File: src/rtl/vel_ramp.sv
// vel_ramp: speed-command front end for the PWM speed controller.
// Synchronises and debounces raw up/down buttons and a stop input, keeps a saturating
// target speed level and ramps the applied level toward it one step per STEP_CYCLES.
//
// Ports:
//   clk_i      system clock
//   rst_ni     asynchronous active-low reset
//   up_i       raw speed-up button (async, active-high)
//   down_i     raw speed-down button (async, active-high)
//   stop_i     raw stop request level (async, active-high)
//   velCase_o  applied speed level, drives the PWM controller velCase input
//   target_o   requested speed level
//   ramping_o  high while the ramp FSM is stepping toward the target
module vel_ramp #(
  parameter int unsigned DEB_CYCLES  = 50000,
  parameter int unsigned STEP_CYCLES = 2500000,
  parameter int unsigned MAX_LEVEL   = 5
) (
  input  logic       clk_i,
  input  logic       rst_ni,
  input  logic       up_i,
  input  logic       down_i,
  input  logic       stop_i,
  output logic [2:0] velCase_o,
  output logic [2:0] target_o,
  output logic       ramping_o
);

  localparam logic [15:0] DebLast  = 16'(DEB_CYCLES - 1);
  localparam logic [31:0] StepLast = 32'(STEP_CYCLES - 1);
  localparam logic [2:0]  MaxLvl   = 3'(MAX_LEVEL);

  typedef enum logic {StIdle, StRamp} state_e;

  // Bit 0 = up, bit 1 = down, bit 2 = stop.
  logic [2:0] sync1_q, sync2_q;

  // Debouncers, index 0 = up, index 1 = down.
  logic [1:0][15:0] deb_cnt_q, deb_cnt_d;
  logic [1:0]       deb_lvl_q, deb_lvl_d;
  logic [1:0]       deb_prev_q;
  logic [1:0]       press_q;

  state_e      state_q, state_d;
  logic [31:0] timer_q, timer_d;
  logic [2:0]  vel_q, vel_d;
  logic [2:0]  target_q, target_d;
  logic [2:0]  step_vel;
  logic        stop_s;

  assign stop_s = sync2_q[2];

  always_comb begin
    for (int i = 0; i < 2; i++) begin
      deb_cnt_d[i] = '0;
      deb_lvl_d[i] = deb_lvl_q[i];
      if (sync2_q[i] != deb_lvl_q[i]) begin
        if (deb_cnt_q[i] == DebLast) begin
          deb_lvl_d[i] = sync2_q[i];
        end else begin
          deb_cnt_d[i] = deb_cnt_q[i] + 16'd1;
        end
      end
    end
  end

  always_comb begin
    target_d = target_q;
    vel_d    = vel_q;
    state_d  = state_q;
    timer_d  = timer_q;
    // Direction is recomputed from the live target every step.
    step_vel = (target_q > vel_q) ? vel_q + 3'd1 : vel_q - 3'd1;

    if (stop_s) begin
      // Hard stop: no ramp-down, presses dropped.
      target_d = '0;
      vel_d    = '0;
      state_d  = StIdle;
      timer_d  = '0;
    end else begin
      // Simultaneous up and down pulses cancel.
      if (press_q[0] && !press_q[1] && (target_q < MaxLvl)) begin
        target_d = target_q + 3'd1;
      end else if (press_q[1] && !press_q[0] && (target_q != 3'd0)) begin
        target_d = target_q - 3'd1;
      end

      unique case (state_q)
        StIdle: begin
          if (target_q != vel_q) begin
            state_d = StRamp;
            timer_d = '0;
          end
        end
        StRamp: begin
          if (target_q == vel_q) begin
            state_d = StIdle;
            timer_d = '0;
          end else if (timer_q == StepLast) begin
            vel_d   = step_vel;
            timer_d = '0;
            if (step_vel == target_q) begin
              state_d = StIdle;
            end
          end else begin
            timer_d = timer_q + 32'd1;
          end
        end
        default: state_d = StIdle;
      endcase
    end
  end

  always_ff @(posedge clk_i or negedge rst_ni) begin
    if (!rst_ni) begin
      sync1_q    <= '0;
      sync2_q    <= '0;
      deb_cnt_q  <= '0;
      deb_lvl_q  <= '0;
      deb_prev_q <= '0;
      press_q    <= '0;
      state_q    <= StIdle;
      timer_q    <= '0;
      vel_q      <= '0;
      target_q   <= '0;
    end else begin
      sync1_q    <= {stop_i, down_i, up_i};
      sync2_q    <= sync1_q;
      deb_cnt_q  <= deb_cnt_d;
      deb_lvl_q  <= deb_lvl_d;
      deb_prev_q <= deb_lvl_q;
      // Rising edge of the debounced level only; releases and holds give nothing.
      press_q    <= deb_lvl_q & ~deb_prev_q;
      state_q    <= state_d;
      timer_q    <= timer_d;
      vel_q      <= vel_d;
      target_q   <= target_d;
    end
  end

  assign velCase_o = vel_q;
  assign target_o  = target_q;
  assign ramping_o = (state_q == StRamp);

endmodule
File: config.mk
export PLATFORM = sky130hd
export DESIGN_NAME = vel_ramp
export DESIGN_NICKNAME = d
export VERILOG_FILES = /design/src/rtl/vel_ramp.sv
export SDC_FILE = /design/constraint.sdc
export NUM_CORES = 1
export LEC_CHECK = 0
export CAP_MARGIN = 20
export CORE_AREA = 2 2 76 107
export CTS_BUF_LIST = sky130_fd_sc_hd__clkbuf_16
export DETAILED_ROUTE_END_ITERATION = 6
export DIE_AREA = 0 0 78 109
export GPL_TIMING_DRIVEN = 0
export PLACE_DENSITY = 0.87
export SETUP_SLACK_MARGIN = 0.05
export SYNTH_ARGS = -nofsm -noshare
export SYNTH_HDL_FRONTEND = slang
export SYNTH_SLANG_ARGS = --single-unit
File: constraint.sdc
create_clock -name clk_i -period 2.85 [get_ports clk_i]
set_clock_uncertainty 0.05 [all_clocks]
set_input_delay 0.57 -clock clk_i [delete_from_list [all_inputs] [get_ports clk_i]]
set_output_delay 0.57 -clock clk_i [all_outputs]
set_load 0.005 [all_outputs]
# --- Word-level counts from Yosys, hierarchy flattened ---
# Index checks and enable logic that the tools add are counted.
op_classes:
  n_addsub: 7
  magnitude_cmp: 2
  n_eq_ne: 10
  muxes: 23
  bitwise: 3
  reduce_logical: 13
ops:
  columns: ["operator", "count"]
  rows:
  - ["32-bit 2-to-1 mux", 4]
  - ["16-bit 2-to-1 mux", 4]
  - ["32-bit case mux with 2 select lines", 1]
  - ["16-bit by 1-bit adder with 16-bit output (second input constant)", 2]
  - ["32-bit by 1-bit adder with 32-bit output (second input constant)", 1]
  - ["16-bit equality test (second input constant)", 2]
  - ["32-bit by 22-bit equality test with 1-bit output (second input constant)", 1]
  - ["3-bit 2-to-1 mux", 8]
  - ["3-bit by 1-bit adder with 3-bit output (second input constant)", 2]
  - ["3-bit equality test", 2]
  - ["3-bit nonzero test", 2]
  - ["3-bit by 1-bit subtractor with 3-bit output (second input constant)", 2]
  - ["1-bit 2-to-1 mux", 5]
  - ["1-bit logical AND", 4]
  - ["2-bit AND reduction", 2]
  - ["2-bit nonzero test", 2]
  - ["3-bit > comparator", 1]
  - ["3-bit < comparator (second input constant)", 1]
  - ["3-bit inequality test", 1]
  - ["3-bit inequality test (second input constant)", 1]
  - ["3-bit AND reduction", 1]
  - ["2-bit bitwise AND", 1]
  - ["1-bit zero test", 2]
  - ["1-bit inequality test", 2]
  - ["4 further kinds", 4]
totals:
  reg_bits: 83
  in_bits: 5
  out_inout_bits: 7
  wordCells: 70

# --- Longest topological paths before layout ---
logic_depth:
  ltp_word: 8
  mapped_depth: 9
  mapped_depth_nobuf: 8

# --- Worst setup path after synthesis ---
# Ideal clock, no wire load.
synth_timing:
  path_kind: "register to register"
  startpoint: "register timer_q[0]"
  endpoint: "register timer_q[26]"
  setup_ns: 0.124
  arrival_time_ns: 2.293
  required_ns: 2.676
  setup_slack_ns: 0.383
  stages_incl_launch_ff: 8
  path_buffers: 1
  synth_period_minus_slack_ns: 2.467
  path_cell_list: "dfrtp_1 -> ha_1 -> nand4_2 -> or4_1 -> buf_2 -> or4_4 -> and3_1 -> a211o_1"
synth_between:
  elab_chain_len: 5
  word_cells_on_any_way: 6
  classes_between: "1 x add/sub; 1 x eq/ne; 4 x mux"
synth_rtl:
  columns: ["item", "line_no", "rtl"]
  rows:
  - ["from (decl)", "45", "logic [31:0] timer_q, timer_d;"]
  - ["from (signal assigned)", "136", "timer_q <= timer_d;"]
  - ["32-bit by 1-bit adder with 32-bit output / 32-bit by 22-bit equality test with 1-bit output (equally long branches)", "107, 100", null]
  - ["32-bit 2-to-1 mux *", "100", "end else if (timer_q == StepLast) begin"]
  - ["32-bit 2-to-1 mux *", "97", "if (target_q == vel_q) begin"]
  - ["32-bit case mux with 2 select lines *", "89", "unique case (state_q)"]
  - ["32-bit 2-to-1 mux *", "75", "if (stop_s) begin"]
# Mark *: on every way between the ends. The rest lies on a longest branch, timed or not.
# A chain may end at the register's enable or synchronous reset.

# --- Worst setup path after layout ---
# Same ends and word-level chain as after synthesis.

==> results.sh <==
export IMPL_outcome="completed"
export IMPL_grt_antenna_before_repair=0
export IMPL_setup_viol=0
export IMPL_vias=3858
export IMPL_vias_per_cell=6.32
export IMPL_cts_inserted_buffers=9
export IMPL_first_global_vias=3922
export IMPL_drt_initial_drc_count=371
export IMPL_io_pins=12
export IMPL_leakage_nw=2.09
export IMPL_cts_root_buf="clkbuf_16"
export IMPL_gp_congestion=0.944
export IMPL_fp_dieW_um=78
export IMPL_hold_violations=0
export IMPL_fin_tns_setup_ns=0
export IMPL_critPathKind="flip-flop to flip-flop"
export IMPL_fin_crit_sh_pct=94.3
export IMPL_slew_viol_final=0
export IMPL_synth_top_area_cell="dfrtp_1"
export IMPL_synth_area_top_cells="dfrtp_1, nand3_1, nor2_1"
export IMPL_ys_ff_latch=83
export IMPL_cp_end_kind="flip-flop"
export IMPL_drc_errors=0
export IMPL_fmax_ghz=0.372
export IMPL_start_util_pct=58.4
export IMPL_cts_setup_buffers=0
export IMPL_final_cell_mix="dfrtp_1, nor2_1, nand2_1"
export IMPL_cts_htree_levels=3
export IMPL_drt_total_wl_um=10600
export IMPL_final_common_cell="dfrtp_1"
export IMPL_total_power_mw=2.69
export IMPL_hold_buffers=0
export IMPL_ys_flop_type="dfrtp_1"
export IMPL_die_y_um=109
export IMPL_crit_path_top_delay_cell="or4_4"
export IMPL_timing_rr_start="timer_q[0]"
export IMPL_max_slew_margin_rel_pct=53.5
export IMPL_r2r_setup_slack_ns=0.16
export IMPL_cts_path_max_buffers=2
export IMPL_synth_top_area_share_pct=46.8
export IMPL_core_area_mm2=0.00761
export IMPL_reg2reg_depth=7
export IMPL_placement_rows=38
export IMPL_cts_tree="done"
export IMPL_grt_start_max_net_pins=60
export IMPL_max_stage_delay_ns=0.54
export IMPL_ir_worst_vdd_mv=0.407
export IMPL_postSynthAreaPerCell_um2=9.22
export IMPL_firstDrtPassIters=6
export IMPL_reg2reg_to="timer_q[26]"
export IMPL_overflow=0
export IMPL_cts_clk_slew_worst_paths_ns=0.06
export IMPL_grt_util_all_layers_pct=26.9
export IMPL_dp_cells=594
export IMPL_cap_violations=0
export IMPL_cts_sinks=83
export IMPL_synth_nets=495
export IMPL_ys_types=56
export IMPL_required_ns=3.02
export IMPL_syn_inst=482
export IMPL_clock_latency_ns=0.34
export IMPL_dpl_instance_area_mm2=0.00470
export IMPL_min_period_ns=2.69
export IMPL_stdcell_count=610
export IMPL_antenna_cells=0
export IMPL_yosysWarnings=0
export IMPL_grt_pass1_wl_um=18100
export IMPL_die_area_mm2=0.00850
export IMPL_layout_drive_gt1_share_pct=6.86
export IMPL_netlist_area_mm2=0.00444
export IMPL_start_kind="flip-flop"
export IMPL_critical_path_arrival_ns=2.85
export IMPL_path_cells="ha_2 -> nand4_2 -> or4_1 -> buf_2 -> or4_4 -> and3_1 -> a211o_1"
export IMPL_wl_per_cell_um=17.3
export IMPL_rsz0062_at_grt="no"
export IMPL_fin_util_pct=65.8
export IMPL_nNetsFinal=518
export IMPL_synth_edf_count=0
export IMPL_hp_class="input pin to asynchronous set/reset pin"
export IMPL_fin_area_mm2=0.00500
export IMPL_port_buffers=11
export IMPL_tightest_slew_ns=0.692
export IMPL_worstPathMaxFanout=8
export IMPL_synth_async_reset_ratio_pct=100
export IMPL_p_per_area_mw_per_mm2=537
export IMPL_ant_nets=0
export IMPL_dp_hpwl_um=7100
export IMPL_synthToLayoutAreaGrowth_pct=12.7
export IMPL_ys_seq_area_share_pct=46.8
==> state kept, by name, indices dropped and copies added (netlist names) <==
name        count
deb_cnt_q      32
timer_q        32
sync1_q         3
sync2_q         3
target_o        3
velCase_o       3
deb_lvl_q       2
deb_prev_q      2
press_q         2
ramping_o       1
==> per-stage QoR <==
stage	setup WS, ns	hold WS (ns)
floorplan	0.383	0.224
global placement	-1.70	0.283
detailed placement	0.179	0.287
CTS	0.171	0.101
global route	0.0530	0.111
finish	0.162	0.0994
==> power breakdown <==
group | total (mW) | switching, mW | internal (mW)
clock | 1.18 | 0.492 | 0.683
combinational | 0.277 | 0.174 | 0.103
sequential | 1.23 | 0.0313 | 1.20
==> how the worst max path moves through the flow <==
stage	startpoint	endpoint	slack, ns
2_1_floorplan	timer_q[0]	timer_q[26]	0.38
3_3_place_gp	rst_ni	deb_cnt_q[28]	-1.70
3_5_place_dp	target_o[0]	timer_q[21]	0.18
4_1_cts	target_o[0]	timer_q[29]	0.17
5_1_grt	target_o[0]	timer_q[29]	0.05
6_report	timer_q[0]	timer_q[26]	0.16
==> cells in the mapped netlist, types with 4 or more instances <==
cell / count
dfrtp_1: 83
nor2_1: 54
nand2_1: 50
nand3_1: 43
nand4_1: 26
xnor2_1: 19
nor3_1: 18
xor2_1: 17
clkbuf_1: 16
and3_1: 12
inv_1: 11
or3_1: 11
nor4_1: 10
o21ai_0: 9
and4_1: 8
a31oi_1: 7
o211ai_1: 7
ha_1: 6
or4_1: 6
a21oi_1: 4
buf_2: 4
nor2b_1: 4
or2_2: 4
==> per-layer routing <==
metal | vias to the layer above | global-route usage, % | wire, um
met5 | - | 0 | 0
met4 | 0 | 14.9 | 491
met3 | 55 | 5.22 | 524
met2 | 169 | 47.1 | 5450
met1 | 1841 | 31.0 | 4110
li1 | 1793 | - | -
==> area by class of cell <==
cell class | count | area (um2)
inverter | 11 | 41.3
clock buffer | 9 | 225
buffer | 24 | 100
clock inverter | 7 | 73.8
tap | 100 | 125
timing repair buffer | 12 | 135
sequential | 83 | 2080
multi-input combinational | 364 | 2230
fill | 596 | 2600
==> logic make-up after synthesis <==
family / share of synthesized area, %
AOI/OAI and AO/OA: 8.45
xor gates and xnor gates: 7.10
adders and majority gates: 2.59
buffers and inverters: 3.16
DFF: 46.8
muxes: 0.958
and+or+nand+nor: 31.0
==> repair_timing <==
action                     CTS  global route
setup endpoints to repair    0            11
gates resized for setup      0             2
hold endpoints to repair     0             0
==> critical path: cells and delay by family (launching register included) <==
family / cells / cell delay, ns
adders and majority gates: 1 / 0.24
AOI/OAI and AO/OA: 1 / 0.27
and+or+nand+nor: 4 / 1.40
buffers and inverters: 1 / 0.20
DFF: 1 / 0.41
Note: power is estimated with default switching activity, not from simulation.
